**config.mk**
```make
export PLATFORM = sky130hd
export DESIGN_NAME = ysyx_22050019_axi_rd_slave_flat
export DESIGN_NICKNAME = d
export VERILOG_FILES = /design/src/rtl/ysyx_22050019_axi_rd_slave_if.sv /design/src/rtl/ysyx_22050019_axi_rd_slave.sv /design/src/flat_wrapper.sv
export SDC_FILE = /design/constraint.sdc
export NUM_CORES = 1
export LEC_CHECK = 0
export CAP_MARGIN = 20
export CORE_MARGIN = 3
export CORE_UTILIZATION = 58
export DETAILED_ROUTE_END_ITERATION = 10
export DONT_BUFFER_PORTS = 1
export PLACE_DENSITY = 0.85
export SYNTH_ARGS = -nofsm -noshare
export SYNTH_HDL_FRONTEND = slang
export SYNTH_SLANG_ARGS = --single-unit
```
**constraint.sdc**
```tcl
create_clock -name clk -period 1.9 [get_ports clk]
set_clock_uncertainty 0.15 [all_clocks]
set_input_delay 0.19 -clock clk [delete_from_list [all_inputs] [get_ports clk]]
set_output_delay 0.19 -clock clk [all_outputs]
set_load 0.02 [all_outputs]
```
**src/rtl/ysyx_22050019_axi_rd_slave_if.sv**
```systemverilog
//============================================================================
// Module      : ysyx_22050019_axi_rd_slave_if
// Description : AR/R channel bundle between the fetch master and the read
//               responder.
// Revision    : 1.0 - initial release
//============================================================================
`default_nettype none

interface ysyx_22050019_axi_rd_slave_if;
    logic [63:0] s_axi_araddr;
    logic        s_axi_arvalid;
    logic        s_axi_arready;
    logic [63:0] s_axi_rdata;
    logic [1:0]  s_axi_rresp;
    logic        s_axi_rvalid;
    logic        s_axi_rready;

    modport master (
        output s_axi_araddr,
        output s_axi_arvalid,
        input  s_axi_arready,
        input  s_axi_rdata,
        input  s_axi_rresp,
        input  s_axi_rvalid,
        output s_axi_rready
    );

    modport slave (
        input  s_axi_araddr,
        input  s_axi_arvalid,
        output s_axi_arready,
        output s_axi_rdata,
        output s_axi_rresp,
        output s_axi_rvalid,
        input  s_axi_rready
    );
endinterface

`default_nettype wire

```
**src/rtl/ysyx_22050019_axi_rd_slave.sv**
```systemverilog
//============================================================================
// Module      : ysyx_22050019_axi_rd_slave
// Description : Single-outstanding AXI-style read responder for instruction
//               fetch. Adds LAT wait cycles, classifies the address
//               (OKAY / SLVERR / DECERR) and reads one 64-bit word from a
//               synchronous-read memory port.
// Revision    : 1.0 - initial release
//============================================================================
`default_nettype none

module ysyx_22050019_axi_rd_slave #(
    parameter int          LAT  = 0,
    parameter logic [63:0] BASE = 64'h0000_0000_8000_0000,
    parameter logic [63:0] SIZE = 64'h0000_0000_0800_0000
) (
    input  wire logic                        clk,
    input  wire logic                        rst_n,      // active-high, synchronous
    ysyx_22050019_axi_rd_slave_if.slave      s_axi,
    output logic                             mem_ren,
    output logic [63:0]                      mem_raddr,
    input  wire logic [63:0]                 mem_rdata
);

    typedef enum logic [2:0] {
        S_IDLE  = 3'd0,
        S_WAIT  = 3'd1,
        S_ISSUE = 3'd2,
        S_CAPT  = 3'd3,
        S_RESP  = 3'd4
    } state_t;

    localparam logic [1:0]  c_RESP_OKAY   = 2'b00;
    localparam logic [1:0]  c_RESP_SLVERR = 2'b10;
    localparam logic [1:0]  c_RESP_DECERR = 2'b11;
    localparam logic [63:0] c_LIMIT       = BASE + SIZE;
    // The counter counts LAT-1 down to 0, so LAT wait cycles are spent in WAIT.
    localparam logic [7:0]  c_CNT_LOAD    = (LAT > 0) ? 8'(LAT - 1) : 8'd0;

    state_t      r_state;
    state_t      w_next;
    logic [60:0] r_addr;     // dword-aligned part of the latched address
    logic [1:0]  r_cls;
    logic [7:0]  r_cnt;
    logic [63:0] r_rdata;
    logic [1:0]  r_rresp;

    logic        w_arready;
    logic        w_ar_hs;
    logic        w_in_win;
    logic [1:0]  w_cls;

    // Address is only taken in IDLE, and never while reset is held.
    assign w_arready = (r_state == S_IDLE) && !rst_n;
    assign w_ar_hs   = w_arready && s_axi.s_axi_arvalid;

    // Window decode takes priority over the alignment check.
    assign w_in_win = (s_axi.s_axi_araddr >= BASE) && (s_axi.s_axi_araddr < c_LIMIT);
    assign w_cls    = !w_in_win                        ? c_RESP_DECERR :
                      (s_axi.s_axi_araddr[1:0] != 2'b00) ? c_RESP_SLVERR :
                                                         c_RESP_OKAY;

    assign s_axi.s_axi_arready = w_arready;
    assign s_axi.s_axi_rvalid  = (r_state == S_RESP);
    assign s_axi.s_axi_rdata   = r_rdata;
    assign s_axi.s_axi_rresp   = r_rresp;

    assign mem_ren   = (r_state == S_ISSUE) && (r_cls == c_RESP_OKAY);
    assign mem_raddr = {r_addr, 3'b000};

    // State register.
    always_ff @(posedge clk) begin
        if (rst_n) begin
            r_state <= S_IDLE;
        end else begin
            r_state <= w_next;
        end
    end

    // Next-state decode.
    always_comb begin
        w_next = r_state;
        case (r_state)
            S_IDLE: begin
                if (w_ar_hs) begin
                    w_next = (LAT > 0) ? S_WAIT : S_ISSUE;
                end
            end
            S_WAIT: begin
                if (r_cnt == 8'd0) begin
                    w_next = S_ISSUE;
                end
            end
            S_ISSUE: w_next = S_CAPT;
            S_CAPT:  w_next = S_RESP;
            S_RESP: begin
                if (s_axi.s_axi_rready) begin
                    w_next = S_IDLE;
                end
            end
            default: w_next = S_IDLE;
        endcase
    end

    // Request latch, wait counter and response capture; rdata/rresp only
    // change in CAPT so they hold steady under back-pressure.
    always_ff @(posedge clk) begin
        if (rst_n) begin
            r_addr  <= '0;
            r_cls   <= c_RESP_OKAY;
            r_cnt   <= 8'd0;
            r_rdata <= '0;
            r_rresp <= c_RESP_OKAY;
        end else begin
            if (w_ar_hs) begin
                r_addr <= s_axi.s_axi_araddr[63:3];
                r_cls  <= w_cls;
                r_cnt  <= c_CNT_LOAD;
            end else if ((r_state == S_WAIT) && (r_cnt != 8'd0)) begin
                r_cnt <= r_cnt - 8'd1;
            end
            if (r_state == S_CAPT) begin
                r_rdata <= (r_cls == c_RESP_OKAY) ? mem_rdata : 64'd0;
                r_rresp <= r_cls;
            end
        end
    end

endmodule

`default_nettype wire

```
**src/flat_wrapper.sv**
```systemverilog
// flat-port wrapper written by rule: the top's interface ports become plain ports
module ysyx_22050019_axi_rd_slave_flat 
#(
    parameter int          LAT  = 0,
    parameter logic [63:0] BASE = 64'h0000_0000_8000_0000,
    parameter logic [63:0] SIZE = 64'h0000_0000_0800_0000
)
  (clk, rst_n, mem_ren, mem_raddr, mem_rdata, s_axi_s_axi_araddr, s_axi_s_axi_arvalid, s_axi_s_axi_arready, s_axi_s_axi_rdata, s_axi_s_axi_rresp, s_axi_s_axi_rvalid, s_axi_s_axi_rready);
  ysyx_22050019_axi_rd_slave_if s_axi_i ();
  input  wire logic clk;
  input  wire logic rst_n;
  output logic mem_ren;
  output logic [63:0] mem_raddr;
  input  wire logic [63:0] mem_rdata;
  input wire logic [$bits(s_axi_i.s_axi_araddr)-1:0] s_axi_s_axi_araddr;
  input wire logic [$bits(s_axi_i.s_axi_arvalid)-1:0] s_axi_s_axi_arvalid;
  output wire logic [$bits(s_axi_i.s_axi_arready)-1:0] s_axi_s_axi_arready;
  output wire logic [$bits(s_axi_i.s_axi_rdata)-1:0] s_axi_s_axi_rdata;
  output wire logic [$bits(s_axi_i.s_axi_rresp)-1:0] s_axi_s_axi_rresp;
  output wire logic [$bits(s_axi_i.s_axi_rvalid)-1:0] s_axi_s_axi_rvalid;
  input wire logic [$bits(s_axi_i.s_axi_rready)-1:0] s_axi_s_axi_rready;
  assign s_axi_i.s_axi_araddr = s_axi_s_axi_araddr;
  assign s_axi_i.s_axi_arvalid = s_axi_s_axi_arvalid;
  assign s_axi_s_axi_arready = s_axi_i.s_axi_arready;
  assign s_axi_s_axi_rdata = s_axi_i.s_axi_rdata;
  assign s_axi_s_axi_rresp = s_axi_i.s_axi_rresp;
  assign s_axi_s_axi_rvalid = s_axi_i.s_axi_rvalid;
  assign s_axi_i.s_axi_rready = s_axi_s_axi_rready;
  ysyx_22050019_axi_rd_slave #(.LAT(LAT), .BASE(BASE), .SIZE(SIZE)) u_core (.clk(clk), .rst_n(rst_n), .s_axi(s_axi_i), .mem_ren(mem_ren), .mem_raddr(mem_raddr), .mem_rdata(mem_rdata));
endmodule
```
**Yosys cells after proc, flatten, opt, wreduce, memory -nomap -nowiden**

Cells that the tools add are included.

- Output and inout bits: 133
- Input bits: 132
- Logic and storage cells: 36
- Register bits: 140

- $add $sub $neg: 1
- Order comparisons: 2
- Multiplexer cells: 7
- Reduce and logical (&&, ||, !) cells: 13
- Eq/ne operators: 7

Operators by type and width:

| cell | count |
|---|---|
| $ge A64 B32 Y1 const B | 1 |
| $lt A64 B32 Y1 const B | 1 |
| $mux W64 | 1 |
| $pmux W3 S5 | 1 |
| $mux W3 | 3 |
| $logic_not A8 Y1 | 1 |
| $reduce_bool A8 Y1 | 1 |
| $sub A8 B1 Y8 const B | 1 |
| $eq A3 B2 Y1 const B | 2 |
| $ne A2 B1 Y1 const B | 3 |
| $logic_and A1 B1 Y1 | 5 |
| $mux W2 | 2 |
| $eq A3 B1 Y1 const B | 1 |
| $eq A3 B3 Y1 const B | 1 |
| $logic_not A3 Y1 | 1 |
| $reduce_and A3 Y1 | 1 |
| $logic_not A2 Y1 | 1 |
| $reduce_bool A2 Y1 | 1 |
| $reduce_or A2 Y1 | 1 |
| $logic_not A1 Y1 | 1 |

**Depth between registers and ports, before layout**

Gate-level depths: netlist (run 1).

- Word-level depth: 5
- Mapped depth: 7

**Worst setup path before layout (run 1)**

No wires, ideal clock.

- Kind: register -> register
- Start: register u_core.r_state[1]
- End: register u_core.r_addr[11]
- Path slack: 0.053 ns
- Buffers on the path: 3
- Setup time: 0.113 ns
- Stages on the path, launching flop included: 8
- Data required time: 1.637 ns
- Arrival time: 1.584 ns
- Path through: dfxtp_1 buf_6 nor4_2 nand2_1 buf_2 buf_6 nand3_1 nand2_1

- Longest elaborated chain between the ends: 3

Ends and longest elaborated chain:

| element | line | text |
|---|---|---|
| start, declared | ysyx_22050019_axi_rd_slave.sv:39 | `state_t r_state;` |
| start signal, assigned | ysyx_22050019_axi_rd_slave.sv:75 | `r_state <= w_next;` |
| $logic_not A3 Y1 | ysyx_22050019_axi_rd_slave.sv:53 | `assign w_arready = (r_state == S_IDLE) && !rst_n;` |
| $logic_and A1 B1 Y1 | ysyx_22050019_axi_rd_slave.sv:53 |  |
| via s_axi_s_axi_arready | flat_wrapper.sv:17 | `output wire logic [$bits(s_axi_i.s_axi_arready)-1:0] s_axi_s_axi_arready;` |
| $logic_and A1 B1 Y1 | ysyx_22050019_axi_rd_slave.sv:54 | `assign w_ar_hs = w_arready && s_axi.s_axi_arvalid;` |
| end signal, assigned | ysyx_22050019_axi_rd_slave.sv:115 | `r_addr <= s_axi.s_axi_araddr[63:3];` |
| end, declared | ysyx_22050019_axi_rd_slave.sv:41 | `logic [60:0] r_addr;` |

The timed path passes the listed nets, and every way through them passes these cells.
A chain may end at the register's enable or synchronous reset.

**Worst setup path after layout (run 1)**

- Start: register u_core.r_state[0]
- End: output mem_ren

- Longest elaborated chain between the ends: 2

Ends and longest elaborated chain:

| element | line | text |
|---|---|---|
| $eq A3 B2 Y1 | ysyx_22050019_axi_rd_slave.sv:67 | `assign mem_ren = (r_state == S_ISSUE) && (r_cls == c_RESP_OKAY);` |
| $logic_and A1 B1 Y1 | ysyx_22050019_axi_rd_slave.sv:67 |  |
| end, declared | flat_wrapper.sv:12 | `output logic mem_ren;` |

Every way passes these cells.

==> run metrics, run 1 <==
delay-heaviest family, CP simple AND/OR/NAND/NOR gates; number of max-cap violations 0; synthesis-to-finish area growth 35.9%; clk slew on worst S/H paths approximately 0.060 ns; final worst slack approximately 0.0044 ns; most numerous cell in the Yosys netlist nand2_1; CP Capture Type output pin; Initial DRC Count 382; cells along the critical path or3b_4 -> nor3_4 -> buf_6; status finished clean; Yosys reg bits 140; Post-synth ARST share 0%; fmax 528 MHz; vias per cell 6.09; RSZ-0062 raised after global routing yes; DRT Wirelength 17,600 um; Post-DP Area ~0.0053 mm2; CTS Sinks 140; WL per Instance 20.0 um; WP data required 1.56 ns; post-synthesis sequential area ratio 52.4%; Worst EP arrival 1.56 ns; Main synth FF type dfxtp_1; CTS root buffer clkbuf_8; Crit path largest cell delay between 0.4 and 0.5 ns; Avg Cell Area, Syn 8.22 um2; DR DRC count 0; Syn Inst Count ~650; post-route cell area 0.00727 mm2; CTS tree built; GRT Overall Usage 32.0%; share of layout cells above drive strength 1 7.75%; # nets final 895; grt ovf 0; most instantiated cells after synthesis nand2_1, dfxtp_1, nand3_1; Initial Util approximately 60%; EDFF count, synth 0; Clk Latency, worst-skew pair 0.49 ns; min-delay worst type in -> reg; power per cell area 1060 mW/mm2; Chip Height 102 um; Die X-Extent 102 um; initial antenna violation count 0; die area 0.0104 mm2; Synth cell types 44; leading area contributor after synthesis dfxtp_1; Cell Area, Synth 0.00535 mm2; Final Power 7.71 mW; final worst-path cycle share between 90 and 100%; row cnt 34; I/O Pins between 200 and 300; Vias roughly 5,400; Max FO, Critical Path 10; Routed Antenna Nets 0; setup violators final 0; static leakage power 2.86 nW; max-slew violation count 0; drt pass-1 iters 7; crit start category register; Port Buf Inserts 0; CP max stage cell or3b_4; maximum vdd drop 0.901 mV; pin count of the biggest net entering global routing slightly above 70; critical path type reg -> out; Yosys warnings 0; gpl congestion a little under 0.9; first-pass GRT wire length between 20,000 and 30,000 um; Setup Slack @ Placement 0.112 ns; post-detail-place hpwl approximately 9400 um; min Tclk post-route 1.90 ns; top cells by area, synth dfxtp_1, nand2_1, nand3_1; CP bufs+invs 1; CTS buffer count 17; Hold Slack 0.0554 ns; # diodes 0; CTS Buffer Depth 2; top cell type's share of synthesized area 52.4%; Hold Vio Cnt, Final 0; Core Box Area 0.00885 mm2; Filler cells 472; H-tree Lvls 4; vias in the first global route 5,233
## worst reg2reg max path, stage by stage (launching register included)
cell and delay [ns]:
dfxtp_1 0.37, inv_1 0.08, ha_1 0.21, nor2b_1 0.16, and3_1 0.20, or4_1 0.41
a21oi_1 0.15
## routing by layer
layer	global-route usage (%)	routed length (um)	share of wire (%)	up-vias
met5	0	0	0	-
met4	16.4	816	4.6	0
met3	11.2	1690	9.6	84
met2	55.8	8980	51	404
met1	34.1	6120	35	2484
li1	-	-	-	2403
## placed cells by master, fill, tap and decap left out, types with 2 or more instances in the layout
| cell type | count |
|---|---|
| a211oi_1 | 2 |
| a21oi_1 | 73 |
| buf_12 | 5 |
| buf_4 | 5 |
| bufinv_16 | 5 |
| clkbuf_1 | 2 |
| clkbuf_16 | 16 |
| clkinv_2 | 2 |
| clkinvlp_4 | 2 |
| conb_1 | 3 |
| dfxtp_1 | 136 |
| dfxtp_2 | 2 |
| dfxtp_4 | 2 |
| dlygate4sd3_1 | 130 |
| ha_1 | 2 |
| inv_1 | 2 |
| inv_6 | 4 |
| nand2_1 | 193 |
| nand2_2 | 2 |
| nand3_1 | 127 |
| nand4_1 | 3 |
| nor2_1 | 9 |
| nor3_1 | 3 |
| nor3b_1 | 2 |
| nor4_1 | 7 |
| nor4b_1 | 2 |
| o21ai_0 | 2 |
| or4_1 | 2 |
| xnor2_1 | 3 |
## through the flow
step | setup TNS, ns | util (%) | instances
3_3_place_gp | 0 | 59.5 | 718
2_1_floorplan | 0 | - | 653
3_5_place_dp | 0 | 59.5 | 718
6_report | 0 | 82.2 | 882
4_1_cts | -0.0165 | 82.0 | 882
5_1_grt | -0.114 | 82.2 | 882
## sequential cells by signal (all words and copies together), names as in the netlist
name / count
u_core.s_axi.s_axi_rresp: 2
u_core.s_axi.s_axi_rdata: 64
u_core.r_addr: 61
u_core.r_cnt: 8
u_core.r_cls: 2
u_core.r_state: 3
## where the power goes
part | switching [mW] | internal, mW
Combinational | 0.415 | 0.337
Clock | 1.28 | 2.28
Sequential | 0.308 | 3.09
## final timing paths
kind	startpoint	to	slack [ns]	cells after the start
worst max register to register	u_core.r_cnt[1]$_SDFFE_PP0P_	u_core.r_cnt[4]$_SDFFE_PP0P_	0.12	6
worst max-delay path	u_core.r_state[0]$_SDFFE_PP0P_	mem_ren	0.004	3
worst min-delay path	s_axi_s_axi_araddr[31]	u_core.r_cls[1]$_SDFFE_PP0P_	0.06	4
worst min register to register	u_core.r_cnt[3]$_SDFFE_PP0P_	u_core.r_cnt[3]$_SDFFE_PP0P_	0.37	2
## cells by family (layout without fill, tap and decap cells)
family	after synthesis	in the layout	synth area share, %
AND/OR/NAND/NOR	367	367	31.2
flip-flops	140	140	52.4
AO/OA/AOI/OAI	81	81	7.88
buffers and inverters	56	177	7.32
XOR/XNOR	3	3	0.491
adder cells (fa/ha/maj)	2	2	0.468
other	1	3	0.0701
multiplexers	1	1	0.187
## final cells by class
cell class	instances	area, um2	share of cell area, %
Inverter	3	11.3	0.155
Timing Repair Buffer	142	1480	20.3
Clock buffer	19	422	5.80
Tap cell	108	135	1.86
Multi-Input combinational cell	457	2200	30.3
Clock inverter	13	210	2.89
Sequential cell	140	2810	38.7
## timing repair
| item | in CTS | in global routing |
|---|---|---|
| endpoints found under the hold margin | 140 | 0 |
| setup buffers | 1 | 0 |
| gates resized for setup | 8 | 4 |
| hold buffers | 131 | 0 |
| setup endpoints to repair | 2 | 5 |
(Power assumes the default switching activity.)
==> run 2: changes to the inputs <==
CTS_BUF_LIST = sky130_fd_sc_hd__clkbuf_4 sky130_fd_sc_hd__clkbuf_8   (was not set)
HOLD_SLACK_MARGIN = 0.06   (was not set)
==> run metrics, run 2 (same netlist as run 1, synthesis figures left out) <==
clk slew on worst S/H paths 0.08 ns (+0.02 ns); final worst slack 0.0788 ns (+0.0745 ns); die area 0.0104 mm2 (unchanged); CTS Buffer Depth 2 (unchanged); GRT Overall Usage 31.8% (-0.22 points); Routed Antenna Nets 0 (unchanged); initial antenna violation count 1 (+1); pin count of the biggest net entering global routing 72 (unchanged); CTS Sinks 140 (unchanged); fmax 549 MHz (+4.1%); commonest non-fill, non-tap cell in the layout nand2_1; Die X-Extent 102 um (unchanged); gpl congestion 0.886 (unchanged); Chip Height 102 um (unchanged); max-slew violation count 0 (unchanged); CP Capture Type output pin; Largest register FFs 64 (unchanged); maximum vdd drop 0.686 mV (-24%); row cnt 34 (unchanged); Initial DRC Count 384 (+0.52%); DRT Wirelength 17,700 um (+0.54%); # nets final 899 (+0.45%); Worst EP arrival 1.48 ns (-0.08 ns); min Tclk post-route 1.82 ns (-0.0745 ns); drt pass-1 iters 7 (unchanged); Vias 5,375 (unchanged); share of layout cells above drive strength 1 8.35% (+0.60 points); Hold Vio Cnt, Final 0 (unchanged); Clk Latency, worst-skew pair 0.42 ns (-0.07 ns); first-pass GRT wire length 26,000 um (-0.55%); number of max-cap violations 0 (unchanged); Setup Slack @ Placement 0.112 ns (unchanged); CTS tree built; most frequent cells in the layout nand2_1, dfxtp_1, dlygate4sd3_1, nand3_1, a21oi_1; crit start category register; Core Box Area 0.00885 mm2 (unchanged); CTS buffer count 17 (unchanged); Filler cells 493 (+4.4%); Initial Util 60.5% (unchanged); final worst-path cycle share 95.9% (-3.9 points); min-delay worst type in -> reg; CTS root buffer clkbuf_8; DR DRC count 0 (unchanged); power per cell area 971 mW/mm2 (-8.3%); WP data required 1.56 ns (about the same); Port Buf Inserts 0 (unchanged); vias per cell 6.06 (-0.56%); grt ovf 0 (unchanged); H-tree Lvls 4 (unchanged); status finished clean; I/O Pins 265 (unchanged); final setup TNS 0 ns (unchanged); RSZ-0062 raised after global routing no; Max FO, Critical Path 2 (-8); vias in the first global route 5,185 (-0.92%); WL per Instance 20.0 um (about the same); post-detail-place hpwl 9350 um (unchanged); synthesis-to-finish area growth 33.2%; static leakage power 2.81 nW (-1.6%); setup violators final 0 (unchanged); critical path type reg -> out
run 2: cell count changes in the layout (fill, tap and decap cells not counted), moves of 2 or more:
cell	before	now
clkbuf_4	0	2
buf_4	5	8
clkbuf_16	16	1
clkbuf_8	1	17
clkbuf_1	2	0
run 2: worst max-delay path: stages (launching register included):
cell     delay, ns
dfxtp_4       0.35
or3b_4        0.39
nor3_2        0.16
buf_4         0.16
run 2: through the flow:
stage	util, %	instance area, um2	power, mW	instances	hold slack, ns
after global placement	59.5	5260	3.86	718	0.114
after detailed placement	59.5	5260	3.89	718	0.117
after global routing	80.5	7130	7.15	887	0.122
final	80.5	7130	6.92	887	0.115
after CTS	80.1	7090	6.89	884	0.0910
after floorplan	-	5360	3.83	653	0.132
run 2: layer usage:
layer | part of all wire [%] | GRT usage [%] | vias up
met1 | 35 | 34.1 | 2481
met5 | 0 | 0 | -
met3 | 9.3 | 10.2 | 93
met2 | 51 | 55.3 | 394
li1 | - | - | 2407
met4 | 4.7 | 17.4 | 0
run 2: layout make-up:
class	count	area, um2	area share, %
diodes	1	2.50	0.0351
clock buffers	19	249	3.49
clock inverters	13	210	2.95
inverters	3	11.3	0.158
multi-input cells	457	2190	30.8
flip-flops and latches	140	2820	39.5
well taps	108	135	1.90
repair buffers	146	1510	21.2
run 2: final timing paths:
kind                                                endpoint  cells past startpoint  slack (ns)                      startpoint
worst max register to register  u_core.r_cnt[4]$_SDFFE_PP0P_                      6        0.08    u_core.r_cnt[1]$_SDFFE_PP0P_
worst max-delay path                                 mem_ren                      3        0.08  u_core.r_state[0]$_SDFFE_PP0P_
worst min register to register  u_core.r_cnt[3]$_SDFFE_PP0P_                      2        0.37    u_core.r_cnt[3]$_SDFFE_PP0P_
worst min-delay path            u_core.r_cls[1]$_SDFFE_PP0P_                      4        0.12          s_axi_s_axi_araddr[31]
run 2: repair_timing:
| action | in CTS | in global routing |
|---|---|---|
| pin swaps | 0 | 2 |
| endpoints found under the hold margin | 139 | 0 |
| endpoints found under the setup margin | 1 | 27 |
| cloned | 0 | 2 |
| hold buffers | 131 | 0 |
| resized for setup | 7 | 5 |
| setup buffers | 3 | 0 |
run 2: power by group:
group	switching, mW	internal [mW]	total, mW
clock network	1.17	1.61	2.78
logic	0.424	0.341	0.765
registers	0.299	3.08	3.38
